==> src/rtl/pc_unit.sv <==
// pc_unit: fetch program counter with a one-cycle HOLD after reset, aligned redirects and wrap to RESET_VEC.
// Optional trap entry (Trap input, Epc output, TRAP_VEC) is built only when PC_TRAP_EN is defined.
module pc_unit #(
  parameter int unsigned      WIDTH      = 32,
  parameter int unsigned      STEP       = 4,
  parameter logic [WIDTH-1:0] RESET_VEC  = '0,
  parameter logic [WIDTH-1:0] ADDR_LIMIT = WIDTH'(40)
`ifdef PC_TRAP_EN
  ,
  parameter logic [WIDTH-1:0] TRAP_VEC   = WIDTH'(32'h20)
`endif
) (
  input  logic             Clk,
  input  logic             Reset_n,
  input  logic             Stall,
  input  logic             Redirect,
  input  logic [WIDTH-1:0] RedirectAddr,
`ifdef PC_TRAP_EN
  input  logic             Trap,
`endif
  output logic [WIDTH-1:0] PC,
  output logic             PCValid,
  output logic             Wrap,
  output logic             Misaligned
`ifdef PC_TRAP_EN
  ,
  output logic [WIDTH-1:0] Epc
`endif
);

  typedef enum logic {
    HOLD = 1'b0,
    RUN  = 1'b1
  } state_t;

  typedef enum logic [2:0] {
    ACT_IDLE,
    ACT_TRAP,
    ACT_JUMP,
    ACT_REJECT,
    ACT_STALL,
    ACT_STEP
  } action_t;

  localparam logic [WIDTH-1:0] STEP_W     = WIDTH'(STEP);
  localparam logic [WIDTH-1:0] ALIGN_MASK = STEP_W - WIDTH'(1);

  state_t           state_q;
  state_t           state_d;
  action_t          action;

  logic [WIDTH:0]   inc_sum;
  logic             inc_wraps;
  logic             jump_wraps;
  logic             addr_misaligned;

  logic [WIDTH-1:0] pc_d;
  logic             valid_d;
  logic             wrap_d;
  logic             mis_d;
`ifdef PC_TRAP_EN
  logic [WIDTH-1:0] epc_d;
`endif

  // The extra carry bit catches a sequential step that rolls past 2^WIDTH.
  assign inc_sum         = {1'b0, PC} + {1'b0, STEP_W};
  assign inc_wraps       = inc_sum[WIDTH] | (inc_sum[WIDTH-1:0] > ADDR_LIMIT);
  assign jump_wraps      = RedirectAddr > ADDR_LIMIT;
  assign addr_misaligned = |(RedirectAddr & ALIGN_MASK);

  // State register.
  always_ff @(posedge Clk or negedge Reset_n) begin
    // NOTE: clocked state uses non-blocking (<=) so every flop samples pre-edge values.
    if (!Reset_n) begin
      state_q <= HOLD;
    end else begin
      state_q <= state_d;
    end
  end

  // Next-state logic: HOLD lasts exactly one cycle.
  always_comb begin
    // NOTE: default assignment first so no path leaves state_d unassigned (no latch).
    state_d = state_q;
    case (state_q)
      HOLD:    state_d = RUN;
      RUN:     state_d = RUN;
      default: state_d = HOLD;
    endcase
  end

  // Action select; trap is applied last so it overrides redirect and stall.
  always_comb begin
    action = ACT_IDLE;
    if (state_q == RUN) begin
      if (Redirect) begin
        action = addr_misaligned ? ACT_REJECT : ACT_JUMP;
      end else if (Stall) begin
        action = ACT_STALL;
      end else begin
        action = ACT_STEP;
      end
`ifdef PC_TRAP_EN
      if (Trap) begin
        action = ACT_TRAP;
      end
`endif
    end
  end

  // Output logic: next values of the registered outputs.
  always_comb begin
    pc_d    = PC;
    valid_d = (state_d == RUN);
    wrap_d  = 1'b0;
    mis_d   = 1'b0;
`ifdef PC_TRAP_EN
    epc_d   = Epc;
`endif
    case (action)
`ifdef PC_TRAP_EN
      ACT_TRAP: begin
        epc_d = PC;
        pc_d  = TRAP_VEC;
      end
`endif
      ACT_JUMP: begin
        if (jump_wraps) begin
          pc_d   = RESET_VEC;
          wrap_d = 1'b1;
        end else begin
          pc_d   = RedirectAddr;
        end
      end
      ACT_REJECT: begin
        mis_d = 1'b1;
      end
      ACT_STEP: begin
        if (inc_wraps) begin
          pc_d   = RESET_VEC;
          wrap_d = 1'b1;
        end else begin
          pc_d   = inc_sum[WIDTH-1:0];
        end
      end
      default: begin
      end
    endcase
  end

  always_ff @(posedge Clk or negedge Reset_n) begin
    if (!Reset_n) begin
      PC         <= RESET_VEC;
      PCValid    <= 1'b0;
      Wrap       <= 1'b0;
      Misaligned <= 1'b0;
    end else begin
      PC         <= pc_d;
      PCValid    <= valid_d;
      Wrap       <= wrap_d;
      Misaligned <= mis_d;
    end
  end

`ifdef PC_TRAP_EN
  always_ff @(posedge Clk or negedge Reset_n) begin
    if (!Reset_n) begin
      Epc <= '0;
    end else begin
      Epc <= epc_d;
    end
  end
`endif

endmodule
==> config.mk <==
export PLATFORM = sky130hd
export DESIGN_NAME = pc_unit
export DESIGN_NICKNAME = d
export VERILOG_FILES = /design/src/rtl/pc_unit.sv
export SDC_FILE = /design/constraint.sdc
export NUM_CORES = 1
export LEC_CHECK = 0
export ABC_AREA = 1
export CAP_MARGIN = 30
export CORE_UTILIZATION = 30
export CTS_CLUSTER_DIAMETER = 200
export DETAILED_ROUTE_END_ITERATION = 10
export PLACE_DENSITY_LB_ADDON = 0.12
export SLEW_MARGIN = 10
export SYNTH_ARGS = -nofsm -noshare
export SYNTH_HDL_FRONTEND = slang
export SYNTH_SLANG_ARGS = --single-unit
==> constraint.sdc <==
create_clock -name Clk -period 5.4 [get_ports Clk]
set_clock_uncertainty 0.15 [all_clocks]
set_input_delay 0.81 -clock Clk [delete_from_list [all_inputs] [get_ports Clk]]
set_output_delay 0.81 -clock Clk [all_outputs]
set_load 0.005 [all_outputs]
# After elaboration in Yosys (flattened, before gate mapping)
# Cells that the tools add are included.
dict set report op_classes {
  n_addsub 1
  magnitude_cmp 2
  eq_ne 3
  muxes 11
  n_bitwise 1
  reduce_logical 2
}
# operator count
set op_table {}
lappend op_table {{$gt 32x6->1 const B} 2}
lappend op_table {{$mux 32} 2}
lappend op_table {{$pmux 32 s2} 1}
lappend op_table {{$add 32x3->33 const B} 1}
lappend op_table {{$eq 3x2->1 const B} 2}
lappend op_table {{$mux 3} 2}
lappend op_table {{$mux 1} 5}
lappend op_table {{$eq 3x3->1 const B} 1}
lappend op_table {{$pmux 1 s2} 1}
lappend op_table {{$reduce_bool 2->1} 1}
lappend op_table {{$reduce_or 2->1} 1}
lappend op_table {{$or 1x1->1} 1}
dict set report totals {
  ff_bits 35
  out_inout_bits 35
  elab_cells 24
}

# Logic depth before layout (Yosys ltp)
dict set report depth {
  ltp_word 6
  mapped_depth 16
  ltp_nobuf 16
}

# Worst setup path after synthesis
# No wires, ideal clock.
dict set report synth_path {
  kind {register to register}
  from {reg PC[2]}
  to {reg PC[0]}
  setup_time_ns 0.071
  t_arrival_ns 1.785
  required_ns 5.179
  path_slack_ns 3.394
  stages_incl_launch_ff 16
  synth_period_minus_slack_ns 2.006
  cell_sequence {dfrtp_1 ha_1 nand2_2 nor2_4 nand2_1 nand2_1 nand3_1 nor2_1 nand2_1 nor2_1 nand2_1 nor2_4 nand3_2 nand2_2 nand2_2 nor2_1}
}
dict set report synth_via {
  elab_chain_len 5
}
# item line
set synth_rtl {}
lappend synth_rtl {{from (decl)} 21} ;# output logic [WIDTH-1:0] PC,
lappend synth_rtl {{from (signal assigned)} 158} ;# PC <= pc_d;
lappend synth_rtl {{$add 32x3->33 *} 66} ;# assign inc_sum = {1'b0, PC} + {1'b0, STEP_W};
lappend synth_rtl {{$gt 32x6->1} 67} ;# assign inc_wraps = inc_sum[WIDTH] | (inc_sum[WIDTH-1:0] > ADDR_LIMIT);
lappend synth_rtl {{$or 1x1->1 *} 67}
lappend synth_rtl {{$mux 32 *} 139} ;# if (inc_wraps) begin
lappend synth_rtl {{$pmux 32 s2 *} 120} ;# case (action)
# Every way passes the cells marked *; elsewhere a longest branch is shown, timed or not.
# A chain may end at the register's enable or synchronous reset.

# Worst setup path after layout
dict set report layout_path {
  from {in Redirect}
  to {reg PC[4]}
}
dict set report layout_via {
  elab_chain_len 4
  word_cells_on_any_way 6
  cone_classes {eq/ne (2); mux (3); reduce/logical (1)}
}
# item line
set layout_rtl {}
lappend layout_rtl {{from (decl)} 16} ;# input logic Redirect,
lappend layout_rtl {{$mux 3 *} 96} ;# if (Redirect) begin
lappend layout_rtl {{$mux 3 *} 95} ;# if (state_q == RUN) begin
lappend layout_rtl {{$eq 3x3->1 or $eq 3x2->1 (tied branches)} 120}
lappend layout_rtl {{$pmux 32 s2 or $reduce_bool 2->1 (tied branches)} n/a}
# Marks and branches as above.

==> metrics.cfg <==
[status]
status = finished clean

[final_layout]
drive_gt1_share_pct = 7.13
fin_util_pct = 42.8
layout_common_cells = nand2_1 (119), nor2_1 (77), clkdlybuf4s50_1 (69), inv_1 (48), dfrtp_1 (35)
area_delta_synth_final_pct = 37.9
final_common_cell = nand2_1
diodes = 0
finish.instance_area_mm2 = 0.00330
layout.nets = 486

[worst_setup_path]
cp.required_ns = 5.44
start_kind = input port
r2r_slack_ns = 2.93
critPathMaxStageDelay_ns = 0.50
path_cells = clkdlybuf4s50_1 > nor2_1 > nand2_1 > nand2_1 > buf_8 > or2_2 > nand2_1 > inv_1
crit_type = in -> reg
worstRegToRegCells = 15
crit_arrival_ns = 2.57
cp_max_fo = 17
timing.rr.start = PC[2]
critPathMostFrequentCell = nand2_1
reg2reg_to = PC[5]
end_kind = register
critPathSlowestCell = clkdlybuf4s50_1

[min_path]
hold_path_end = PC[1]
hold_class = reg -> reg
hold_path_depth = 2
hp-start = PC[1]

[placed_design]
preCtsSetupSlack_ns = 2.54
place.gp.congestion = 0.850
portBuffers = 70
dp_hpwl_um = 5500
placed_cell_area_mm2 = 0.00322

[yosys]
yosys_register_bits = 35
syn_nets = 411
yosysSeqAreaShare_pct = 36.6
yosys_warnings = 0
synth_ff_type = dfrtp_1
synth_cells = 373
synth_top_area_share_pct = 36.6
ys_types = 28
synth_edf_count = 0
synth_area_leaders = dfrtp_1 (37%), nand2_1 (19%), nor2_1 (12%)
syn_avg_cell_area_um2 = 6.42
yosysTopAreaCell = dfrtp_1
syn_area_mm2 = 0.00240
async_flop_share_pct = 100

[detailed_routing]
routed_wl_um = 6840
wl_per_cell_um = 12.4
drt-pass1-iter-count = 4
drt-vias-per-instance = 4.54
ant_nets = 0
num_vias = 2501
drc = 0
initialDrtViolationCount = 113

[clock_network]
cts_sinks = 35
cts-root-buf = clkbuf_8
worstSkewPairLatency_ns = 0.29
cts_made_buffers = 5
cts_resized = 0
clk_pin_slew_ns = 0.08
htree_levels = 2
cts_tree = built
postCtsSetupBuffers = 0
clockBufferDepth = 2
cts_hold_buf = 0

[power]
total_power_w = 0.000588
p_sw_w = 0.000170
peakVddDrop_mv = 0.110
p_per_area_mw_per_mm2 = 178
internal-power_w = 0.000418
sw_frac_of_total_pct = 28.9
p_leak_nw = 1.47
power_frac_comb_pct = 20.3
power_frac_seq_pct = 47.6
clkPwrFrac_pct = 32.1

[timing]
fmax_mhz = 395
rsz0062_at_grt = false
hold_viol_final = 0
tightest_slew_ns = 0.786
setup_slack_ns = 2.87
setup_violations = 0
finalCritPeriodShare_pct = 46.9
slew-limit-headroom_pct = 47.6
fin_crit_ns = 2.53
fin_setup_tns_ns = 0
drv_slew = 0

[floorplan]
die_height_um = 91.4
start_util_pct = 31.0
coreArea_mm2 = 0.00773
row_count = 32
die_w_um = 91.4
dieArea_mm2 = 0.00835
io_pins = 71

[grt]
first_global_vias = 2467
grtUsageTotal_pct = 17.7
antenna_found_initial = 0
grt_max_degree = 36
grt_overflow = 0
grt_pass1_wl_um = 11700

[job]
cap_violations = 0

[per-stage QoR]
stage / hold WS [ns] / instances
2_1_floorplan: 0.360 / 373
3_3_place_gp: 0.365 / 542
3_5_place_dp: 0.372 / 543
4_1_cts: 0.382 / 551
5_1_grt: 0.410 / 551
6_report: 0.376 / 551
[layout make-up]
cell class	count	area, µm²
clock buffers	7	76.3
clock inverters	1	5.00
fillers	810	4420
inverters	52	196
multi-input cells	283	1310
flip-flops and latches	35	876
well taps	102	128
repair buffers	71	711
[worst max path at each step]
stage / startpoint / end / slack (ns) / cells after the start
3_5_place_dp: Redirect / PC[4] / 2.54 / 8
2_1_floorplan: PC[2] / PC[0] / 3.39 / 15
5_1_grt: PC[2] / PC[5] / 2.61 / 15
6_report: Redirect / PC[4] / 2.87 / 8
4_1_cts: Redirect / PC[4] / 2.86 / 8
3_3_place_gp: Redirect / PC[4] / 2.30 / 7
[per-layer routing]
layer	vias up	track usage, %	share of wire, %
met5	-	0	0
met4	0	5.42	1.5
met3	9	2.85	4.2
met2	63	29.5	47
met1	1121	23.6	48
li1	1308	-	-
[sequential cells by signal, summed over array words and instances (netlist names)]
signal / count
PC: 32
PCValid: 1
Misaligned: 1
Wrap: 1
[power by group through the flow]
| stage | clock network [W] | registers (W) | logic (W) |
|---|---|---|---|
| 2_1_floorplan | 0 | 0.000283 | 0.0000621 |
| 3_3_place_gp | 0 | 0.000285 | 0.000119 |
| 3_5_place_dp | 0 | 0.000285 | 0.000120 |
| 4_1_cts | 0.000195 | 0.000280 | 0.000121 |
| 5_1_grt | 0.000209 | 0.000281 | 0.000136 |
| 6_report | 0.000189 | 0.000280 | 0.000119 |
[cells in the mapped netlist, types with 2 or more instances]
library cell	count
nand2_1	119
nor2_1	77
inv_1	48
dfrtp_1	35
nand3_1	31
nand4_1	14
nor2_2	6
nor4_1	6
nand2_2	5
xor2_1	4
inv_2	3
nor2_4	3
o21ai_1	3
clkbuf_1	2
ha_1	2
nand3_2	2
o21ai_0	2
[cells by family after synthesis]
family	after synthesis	synth area share [%]
flip-flops	35	36.6
XOR/XNOR	5	1.83
adder cells (fa/ha/maj)	2	1.04
other	1	0.157
AND/OR/NAND/NOR	268	50.1
buffers and inverters	55	8.67
AO/OA/AOI/OAI	7	1.62
[critical path, delay by kind of cell]
family	cells	cell delay (ns)
buffers and inverters	3	0.83
AND/OR/NAND/NOR	5	0.93
Power figures use the tool's default switching activity.
